==> config.mk <==
export PLATFORM = sky130hd
export DESIGN_NAME = alu_mdu_flat
export DESIGN_NICKNAME = d
export VERILOG_FILES = /design/src/rtl/alu_mdu_if.sv /design/src/rtl/alu_mdu.sv /design/src/flat_wrapper.sv
export SDC_FILE = /design/constraint.sdc
export NUM_CORES = 1
export LEC_CHECK = 0
export ABC_CLOCK_PERIOD_IN_PS = 2440
export CAP_MARGIN = 20
export CORE_MARGIN = 2
export CORE_UTILIZATION = 38
export DETAILED_ROUTE_END_ITERATION = 10
export GPL_TIMING_DRIVEN = 0
export PLACE_DENSITY = 0.67
export SETUP_SLACK_MARGIN = 0.4
export SLEW_MARGIN = 25
export SYNTH_ARGS = -nofsm -noshare
export SYNTH_HDL_FRONTEND = slang
export SYNTH_SLANG_ARGS = --single-unit
export TNS_END_PERCENT = 100
==> constraint.sdc <==
create_clock -name clk -period 2.44 [get_ports clk]
set_input_delay 0.732 -clock clk [delete_from_list [all_inputs] [get_ports clk]]
set_output_delay 0.732 -clock clk [all_outputs]
set_load 0.005 [all_outputs]
==> src/rtl/alu_mdu_if.sv <==
// alu_mdu_if: valid/ready operand and result bundle for the execute unit.
// master issues operations and consumes results; slave is the unit.
interface alu_mdu_if #(
  parameter int XLEN = 32
);
  logic            in_valid;
  logic            in_ready;
  logic [XLEN-1:0] opdA;
  logic [XLEN-1:0] opdB;
  logic [4:0]      op_sel;
  logic            out_valid;
  logic            out_ready;
  logic [XLEN-1:0] result;
  logic            busy;

  modport master (
    output in_valid, opdA, opdB, op_sel,
    output out_ready,
    input  in_ready, out_valid, result, busy
  );

  modport slave (
    input  in_valid, opdA, opdB, op_sel,
    input  out_ready,
    output in_ready, out_valid, result, busy
  );
endinterface

==> src/rtl/alu_mdu.sv <==
// alu_mdu: handshaked ALU with iterative multiply/divide datapath.
// Define ALU_MDU_M_EN to build the RV32M ops; otherwise codes 16-23 are illegal.
module alu_mdu #(
  parameter int XLEN = 32,
  parameter int SHW  = $clog2(XLEN)
) (
  input logic      clk,
  input logic      rst_n,
  alu_mdu_if.slave io
);

  logic [XLEN-1:0] a;
  logic [XLEN-1:0] b;
  logic [4:0]      op;
  logic [SHW-1:0]  sh;
  logic [XLEN-1:0] base_res;
  logic [XLEN-1:0] res_q;
  logic            ovalid_q;
  logic            take;

  assign a  = io.opdA;
  assign b  = io.opdB;
  assign op = io.op_sel;
  assign sh = b[SHW-1:0];

  assign take         = ovalid_q && io.out_ready;
  assign io.result    = res_q;
  assign io.out_valid = ovalid_q;

  always_comb begin
    base_res = '0;
    unique case (op)
      5'd0:    base_res = a + b;
      5'd1:    base_res = a - b;
      5'd2:    base_res = a ^ b;
      5'd3:    base_res = a | b;
      5'd4:    base_res = a & b;
      5'd5:    base_res = a >> sh;
      5'd6:    base_res = $signed(a) >>> sh;
      5'd7:    base_res = a << sh;
      5'd8:    base_res = {{(XLEN-1){1'b0}},
                           $signed(a) < $signed(b)};
      5'd9:    base_res = {{(XLEN-1){1'b0}}, a < b};
      default: base_res = '0;
    endcase
  end

`ifdef ALU_MDU_M_EN
  localparam int CW = $clog2(XLEN);

  typedef enum logic [1:0] {
    IDLE,
    ITER,
    DONE
  } state_t;

  state_t              state;
  logic [CW-1:0]       cnt;
  logic [2*XLEN-1:0]   acc;
  logic [XLEN-1:0]     m;
  logic [2:0]          mop;
  logic                neg;

  logic                accept;
  logic                m_op;
  logic                is_mul;
  logic                is_rem;
  logic                sa;
  logic                sb;
  logic                dz;
  logic                ovf;
  logic                special;
  logic [XLEN-1:0]     ma;
  logic [XLEN-1:0]     mb;
  logic [XLEN-1:0]     spec_res;
  logic [XLEN-1:0]     imm_res;
  logic [XLEN:0]       madd;
  logic [XLEN:0]       rsh;
  logic [XLEN:0]       rsub;
  logic [2*XLEN-1:0]   acc_nxt;
  logic [2*XLEN-1:0]   pfix;
  logic [XLEN-1:0]     r;
  logic [XLEN-1:0]     fix_res;

  assign io.in_ready = (state == IDLE) &&
                       (!ovalid_q || io.out_ready);
  assign io.busy     = (state == ITER);
  assign accept      = io.in_valid && io.in_ready;

  assign m_op   = (op[4:3] == 2'b10);
  assign is_mul = !op[2];
  assign is_rem = op[1];

  // MULH/MULHSU treat A as signed, only MULH treats B as signed
  assign sa = a[XLEN-1] &&
              (is_mul ? (op[1] ^ op[0]) : !op[0]);
  assign sb = b[XLEN-1] &&
              (is_mul ? (op[1:0] == 2'b01) : !op[0]);
  assign ma = sa ? -a : a;
  assign mb = sb ? -b : b;

  assign dz  = (b == '0);
  assign ovf = !op[0] && (b == '1) &&
               (a == {1'b1, {(XLEN-1){1'b0}}});
  assign special = m_op && !is_mul && (dz || ovf);

  assign spec_res = dz ? (is_rem ? a : '1)
                       : (is_rem ? '0 : a);
  assign imm_res  = special ? spec_res : base_res;

  // shift-add multiply: multiplier in low half, product grows from top
  assign madd = {1'b0, acc[2*XLEN-1:XLEN]} +
                (acc[0] ? {1'b0, m} : '0);
  // restoring divide: remainder in high half, quotient shifts into low
  assign rsh  = {acc[2*XLEN-1:XLEN], acc[XLEN-1]};
  assign rsub = rsh - {1'b0, m};

  always_comb begin
    acc_nxt = acc;
    if (!mop[2])
      acc_nxt = {madd, acc[XLEN-1:1]};
    else if (rsub[XLEN])
      acc_nxt = {rsh[XLEN-1:0], acc[XLEN-2:0], 1'b0};
    else
      acc_nxt = {rsub[XLEN-1:0], acc[XLEN-2:0], 1'b1};
  end

  assign pfix = neg ? -acc : acc;
  assign r    = mop[1] ? acc[2*XLEN-1:XLEN]
                       : acc[XLEN-1:0];

  always_comb begin
    fix_res = '0;
    if (!mop[2])
      fix_res = (mop[1:0] == 2'b00) ? pfix[XLEN-1:0]
                                    : pfix[2*XLEN-1:XLEN];
    else
      fix_res = neg ? -r : r;
  end

  always_ff @(posedge clk or negedge rst_n) begin
    if (!rst_n) begin
      state    <= IDLE;
      cnt      <= '0;
      acc      <= '0;
      m        <= '0;
      mop      <= '0;
      neg      <= 1'b0;
      res_q    <= '0;
      ovalid_q <= 1'b0;
    end else begin
      if (take)
        ovalid_q <= 1'b0;
      unique case (state)
        IDLE: begin
          if (accept) begin
            if (m_op && !special) begin
              state <= ITER;
              cnt   <= CW'(XLEN-1);
              mop   <= op[2:0];
              neg   <= (is_mul || !is_rem) ? (sa ^ sb) : sa;
              acc   <= {{XLEN{1'b0}}, is_mul ? mb : ma};
              m     <= is_mul ? ma : mb;
            end else begin
              res_q    <= imm_res;
              ovalid_q <= 1'b1;
            end
          end
        end
        ITER: begin
          acc <= acc_nxt;
          cnt <= cnt - 1'b1;
          if (cnt == '0)
            state <= DONE;
        end
        DONE: begin
          res_q    <= fix_res;
          ovalid_q <= 1'b1;
          state    <= IDLE;
        end
        default: state <= IDLE;
      endcase
    end
  end
`else
  assign io.in_ready = !ovalid_q || io.out_ready;
  assign io.busy     = 1'b0;

  always_ff @(posedge clk or negedge rst_n) begin
    if (!rst_n) begin
      res_q    <= '0;
      ovalid_q <= 1'b0;
    end else begin
      if (take)
        ovalid_q <= 1'b0;
      if (io.in_valid && io.in_ready) begin
        res_q    <= base_res;
        ovalid_q <= 1'b1;
      end
    end
  end
`endif

endmodule

==> src/flat_wrapper.sv <==
// flat-port wrapper written by rule: the top's interface ports become plain ports
module alu_mdu_flat 
#(
  parameter int XLEN = 32,
  parameter int SHW  = $clog2(XLEN)
)
  (clk, rst_n, io_in_valid, io_opdA, io_opdB, io_op_sel, io_out_ready, io_in_ready, io_out_valid, io_result, io_busy);
  alu_mdu_if #(.XLEN(XLEN)) io_i ();
  input logic clk;
  input logic rst_n;
  input wire logic [$bits(io_i.in_valid)-1:0] io_in_valid;
  input wire logic [$bits(io_i.opdA)-1:0] io_opdA;
  input wire logic [$bits(io_i.opdB)-1:0] io_opdB;
  input wire logic [$bits(io_i.op_sel)-1:0] io_op_sel;
  input wire logic [$bits(io_i.out_ready)-1:0] io_out_ready;
  output wire logic [$bits(io_i.in_ready)-1:0] io_in_ready;
  output wire logic [$bits(io_i.out_valid)-1:0] io_out_valid;
  output wire logic [$bits(io_i.result)-1:0] io_result;
  output wire logic [$bits(io_i.busy)-1:0] io_busy;
  assign io_i.in_valid = io_in_valid;
  assign io_i.opdA = io_opdA;
  assign io_i.opdB = io_opdB;
  assign io_i.op_sel = io_op_sel;
  assign io_i.out_ready = io_out_ready;
  assign io_in_ready = io_i.in_ready;
  assign io_out_valid = io_i.out_valid;
  assign io_result = io_i.result;
  assign io_busy = io_i.busy;
  alu_mdu #(.XLEN(XLEN), .SHW(SHW)) u_core (.clk(clk), .rst_n(rst_n), .io(io_i));
endmodule
==> results of run 1 <==
==> worst max-delay path, stage by stage <==
cell and delay [ns]:
buf_8 0.10, buf_12 0.12, inv_8 0.05, buf_12 0.11, buf_12 0.10, clkbuf_16 0.15, ha_4 0.17, or2_4 0.14
o221ai_4 0.10, a21oi_2 0.21, a41oi_2 0.17, o31a_1 0.38, o41a_1 0.55, buf_4 0.20, a221o_2 0.34, a21oi_2 0.12
a21oi_1 0.05
==> logic make-up after synthesis <==
family                   after synthesis  share of synthesized area
AND/OR/NAND/NOR                      424                     0.1978
other                                  1                  0.0003795
multiplexers                         110                     0.1562
flip-flops                            33                    0.08357
AO/OA/AOI/OAI                        502                     0.3387
XOR/XNOR                               9                   0.007977
adder cells (fa/ha/maj)              101                     0.1294
buffers and inverters                210                    0.08597
==> power breakdown <==
group	internal, uW	total (uW)	switching, uW
Clock	435	755	320
Combinational	1320	3260	1940
Sequential	585	613	27.6
Total	2340	4630	2290
==> what timing repair did <==
| action | in CTS | in global routing |
|---|---|---|
| resized for setup | 477 | 123 |
| setup buffers | 88 | 23 |
| pin swaps | 65 | 78 |
| setup endpoints to repair | 33 | 33 |
==> worst paths after layout <==
| check | end | start | slack [ns] |
|---|---|---|---|
| min reg2reg | u_core.io.result[18] | u_core.io.result[18] | 0.48 |
| max in group asynchronous | u_core.io.result[19] | rst_n | 1.54 |
| min | u_core.io.result[13] | rst_n | 0.40 |
| max reg2reg | u_core.io.result[23] | u_core.io.out_valid | -0.03 |
| min in group clk | u_core.io.result[18] | u_core.io.result[18] | 0.48 |
| max | u_core.io.result[21] | io_opdB[2] | -1.22 |
==> layer usage <==
metal	global-route usage	vias to the layer above	wire length, um
li1	-	5671	-
met1	0.5840	6471	24960
met2	0.6449	1064	25380
met3	0.1226	264	7342
met4	0.2213	6	4050
met5	0.01515	-	80
==> cells in the mapped netlist (all sizes together) (10+ instances only) <==
cell     instances
dfrtp           33
a21o            13
o21ai          106
or3             10
nor3            30
a22oi           11
a221oi          10
clkbuf          65
a31oi           23
nand2          140
a2111oi         10
nor2           134
inv            102
a21oi          133
or2             10
mux2            24
o22ai           15
o221ai          10
mux4            33
ha              99
o31ai           12
nand3           32
buf             39
nand2b          14
and3            10
o211ai          28
mux2i           53
o2111ai         12
a211oi          28
==> flip-flops by register name, summed over array words and instances, names as in the netlist <==
signal	flops
u_core.io.out_valid	1
u_core.io.result	32
==> layout make-up <==
class | instances | area, um2
Fill cell | 2416 | 11250
Tap cell | 335 | 419.2
Sequential cell | 33 | 827.0
Multi-Input combinational cell | 1147 | 9702
Buffer | 104 | 963.4
Inverter | 106 | 441.7
Clock inverter | 1 | 5.005
Timing Repair Buffer | 215 | 2003
Clock buffer | 7 | 152.6
==> metrics by stage <==
stage | util | cell area, um2
after floorplan | - | 10250
after global placement | 0.4543 | 11710
after detailed placement | 0.4554 | 11730
after CTS | 0.5389 | 13880
after global routing | 0.5634 | 14510
final | 0.5634 | 14510
==> reports/metrics.csv, run 1 <==
stage;metric;value;unit
global_route;grt_max_degree;20;
cells_and_area;synthToLayoutAreaGrowth;46.87;%
yosys;syn_inst;1390;
die;die_h;165.3;um
clocking;cts_num_sinks;33;
detailed_routing;drtAntennaViolNets;0;
timing;finalSetupViolCount;32;
timing;skew;0.008669;ns
detailed_routing;vias;13480;
critical_path;path_max_fanout;5;
timing;hold_ws;0.3985;ns
pwr;total_power;4627;uW
clocking;cts_tree;done;
cells_and_area;final_common_cell;nand2_1;
placed_design;dp_cells;1829;
yosys;synth_seq_cells;33;
placed_design;dp_slack;-2.358;ns
die;die_w;165.3;um
clocking;cts.path.max_buffers;2;
timing;worstMarginPinSlew;0.8461;ns
pwr;peakVddDrop;0.2570;mV
job;cap_violations;0;
cells_and_area;nets;1786;
die;coreArea;25760;um2
yosys;synth.distinct_cells;89;
clocking;htree_levels;2;
detailed_routing;first_pass_iters;7;
yosys;synth_enable_flop_cells;0;
cells_and_area;drive_gt1_frac;0.3335;
pwr;p_per_area;318.8;nW/um2
min_path;min_path_type;primary input to asynchronous set/reset pin;
die;io_pins;108;
timing;timing.final.crit_share;1.499;
global_route;grtUsageTotal;0.4387;
detailed_routing;drc;0;
clocking;cts_made_buffers;5;
clocking;clk_pin_slew;0.07;ns
clocking;clock_latency;0.31;ns
die;initial_core_util;0.3836;
pwr;p_leak;0.005944;uW
outcome;run_status;complete, but fails checks;
critical_path;worst_setup_path_start_kind;primary input;
critical_path;critPathArrivalTime;3.81;ns
detailed_routing;first_iter_violations;1712;
yosys;syn_area;9882;um2
yosys;seq_area_frac_synth;0.08357;
timing;layout_min_cycle_time;3.657;ns
outcome;violations;negative setup slack;
yosys;synth_area_leader_cell;ha_1;
timing;max_freq;273.5;MHz
critical_path;path_class;primary input to flip-flop;
yosys;synth_warnings;0;
yosys;syn-num-nets;1564;
timing;maxSlewHeadroom;0.4359;
timing;hold_viol;0;
global_route;grt_overflow;0;
global_route;grt_pass1_wl;86340;um
detailed_routing;via_per_inst;6.918;
detailed_routing;wl;61820;um
timing;worst_slack;-1.217;ns
clocking;cts-root-buf;clkbuf_16;
die;rows;59;
timing;slew_violations;0;
placed_design;place.detailed.hpwl;45710;um
placed_design;routabilityCongestion;1.030;
detailed_routing;detail_route.wl_per_cell;31.73;um
timing;setup_tns;-26.79;ns
global_route;antenna_found_initial;2;
cells_and_area;stdcell_count;1948;
critical_path;cp.required;2.59;ns
timing;rsz0062_at_grt;true;
placed_design;numPortBuffers;103;
critical_path;endpoint_kind;flip-flop;
critical_path;ff2ff_path_depth;7;
cells_and_area;num_antenna_cells;0;
yosys;syn_area_per_cell;7.109;um2
yosys;synthTopCellsByArea;ha_1 13%, dfrtp_1 8.4%, mux4_2 7.5%;
die;die-area;27310;um2
yosys;synth_top_area_share;0.1253;
cells_and_area;mostFrequentLayoutCells;132 x nand2_1, 116 x nor2_1, 102 x a21oi_1, 94 x buf_4;
yosys;synthArstFlopShare;1.000;
clocking;postCtsHoldBufs;0;
global_route;grt_pass1_vias;12620;
yosys;synth_top_flop_cell;dfrtp_1;
(Power assumes the default switching activity.)
==> run 2, diff against run 1 <==
- ABC_CLOCK_PERIOD_IN_PS: 2440 -> 4240
- clock period: 2.44 -> 4.24 ns (I/O delays scaled with it)
==> run 2 against run 1 <==
  * The flow still finishes with violations (negative setup slack)
  * Sequential share of layout area rose by 0.36 points
  * Core utilization down 3.5 points
  * Register-to-register slack improved by 1.9 ns
  * Design area shrank 6.1%
  * Non-clock buffer count decreased by 43
  * Die area unchanged
  * Worst hold slack better by 0.080 ns
  * First-iteration DRC count is 16% lower
  * Clock skew grew 0.0041 ns
  * Global-route usage is 3.1 points lower
  * Critical path depth decreased by 1
  * Critical path type unchanged
==> reports/metrics.csv, run 2 (synthesis results as in run 1) <==
stage;metric;value;unit
timing;rsz0062_at_grt;true;
global_route;grt_pass1_wl;81520;um
timing;hold_viol;0;
pwr;p_per_area;180.8;nW/um2
pwr;peakVddDrop;0.1310;mV
detailed_routing;first_iter_violations;1434;
pwr;p_leak;0.005602;uW
detailed_routing;first_pass_iters;6;
min_path;min_path_type;flip-flop to flip-flop;
clocking;clock_latency;0.31;ns
pwr;total_power;2464;uW
placed_design;routabilityCongestion;1.072;
detailed_routing;wl;56430;um
outcome;violations;negative setup slack;
detailed_routing;via_per_inst;6.795;
die;initial_core_util;0.3836;
cells_and_area;nets;1743;
timing;worst_slack;-0.04269;ns
clocking;cts.path.max_buffers;2;
detailed_routing;vias;12940;
placed_design;numPortBuffers;103;
global_route;grt_max_degree;23;
outcome;run_status;complete, but fails checks;
cells_and_area;drive_gt1_frac;0.2760;
die;die-area;27310;um2
clocking;clk_pin_slew;0.06;ns
detailed_routing;drtAntennaViolNets;0;
detailed_routing;met1_length;21590;um
critical_path;path_max_fanout;5;
critical_path;endpoint_kind;flip-flop;
cells_and_area;largest_reg_flops;32;
critical_path;critPathArrivalTime;4.45;ns
cells_and_area;synthToLayoutAreaGrowth;37.86;%
cells_and_area;fillers;2480;
critical_path;path_class;primary input to flip-flop;
timing;maxSlewHeadroom;0.4349;
die;die_w;165.3;um
clocking;cts_made_buffers;5;
timing;skew;0.01278;ns
global_route;antenna_found_initial;3;
die;io_pins;108;
cells_and_area;final_common_cell;nand2_1;
critical_path;cp.required;4.41;ns
job;cap_violations;0;
timing;max_freq;233.5;MHz
timing;finalSetupViolCount;1;
detailed_routing;top_layer;met5;
clocking;cts_num_sinks;33;
cells_and_area;mostFrequentLayoutCells;134 x nand2_1, 122 x nor2_1, 112 x a21oi_1, 84 x inv_1, 81 x ha_1;
global_route;grt_pass1_vias;12190;
detailed_routing;drc;0;
global_route;grt_overflow;0;
timing;hold_ws;0.4786;ns
global_route;grtUsageTotal;0.4074;
critical_path;worst_setup_path_start_kind;primary input;
timing;slew_violations;0;
die;rows;59;
placed_design;place.detailed.hpwl;43110;um
clocking;cts_tree;done;
timing;timing.final.crit_share;1.010;
detailed_routing;detail_route.wl_per_cell;29.64;um
clocking;htree_levels;2;
cells_and_area;num_antenna_cells;0;
timing;layout_min_cycle_time;4.283;ns
clocking;cts-root-buf;clkbuf_16;
detailed_routing;route.met3.wl;6081;um
detailed_routing;wl_met2;24930;um
die;die_h;165.3;um
die;coreArea;25760;um2
timing;worstMarginPinSlew;0.8477;ns
-- run 2: per-layer routing --
metal | global-route usage | vias to the layer above
li1 | - | 5549
met1 | 0.5160 | 6195
met2 | 0.6443 | 943
met3 | 0.08791 | 249
met4 | 0.2225 | 2
met5 | 0 | -
-- run 2: cell type report --
class / instances / area, um2 / share of cell area
plain buffers: 104 / 827.0 / 0.06071
clock buffers: 7 / 142.6 / 0.01047
inverters: 106 / 432.9 / 0.03178
multi-input cells: 1147 / 9440 / 0.6930
flip-flops and latches: 33 / 825.8 / 0.06062
well taps: 335 / 419.2 / 0.03077
repair buffers: 172 / 1535 / 0.1127
-- run 2: power breakdown --
part / switching (uW) / total, uW / internal [uW]
Combinational: 1030 / 1710 / 675
Sequential: 13.7 / 350 / 337
Clock: 175 / 407 / 232
-- run 2: per-stage QoR --
stage / instances / worst slack (ns) / instance area, um2 / util / setup TNS, ns
6_report: 1904 / -0.04269 / 13620 / 0.5288 / -0.04269
5_1_grt: 1904 / -0.006801 / 13620 / 0.5288 / -0.009977
4_1_cts: 1880 / 0.09303 / 13040 / 0.5061 / 0
3_5_place_dp: 1829 / -1.302 / 11510 / 0.4467 / -30.69
3_3_place_gp: 1828 / -1.479 / 11490 / 0.4459 / -30.64
2_1_floorplan: 1390 / 0.1626 / 10040 / - / 0
-- run 2: path summary, 6_finish.rpt --
kind	end	depth (start not counted)	slack, ns	from
worst max-delay path	u_core.io.result[29]	16	-0.04	io_opdB[2]
worst min-delay path	u_core.io.result[13]	2	0.48	u_core.io.result[13]
worst max register to register	u_core.io.result[29]	9	1.84	u_core.io.out_valid
worst min register to register	u_core.io.result[13]	2	0.48	u_core.io.result[13]
max in group asynchronous	u_core.io.result[17]	2	2.90	rst_n
min in group asynchronous	u_core.io.result[11]	1	0.88	rst_n
-- run 2: repair_timing --
item	in CTS	in global routing
buffers inserted	44	24
pin swaps	47	54
hold buffers	0	0
setup endpoints to repair	32	31
gates resized for setup	367	152
-- run 2: critical path, stage by stage --
cell and delay, ns:
buf_8 0.08, buf_12 0.10, inv_8 0.03, buf_12 0.12, buf_12 0.12, clkbuf_16 0.15, ha_4 0.23, inv_4 0.06
o221ai_4 0.14, a21oi_4 0.28, a41oi_4 0.19, o31a_1 0.39, o41a_1 0.52, o2111a_1 0.33, o41ai_4 0.29, nand3_1 0.12
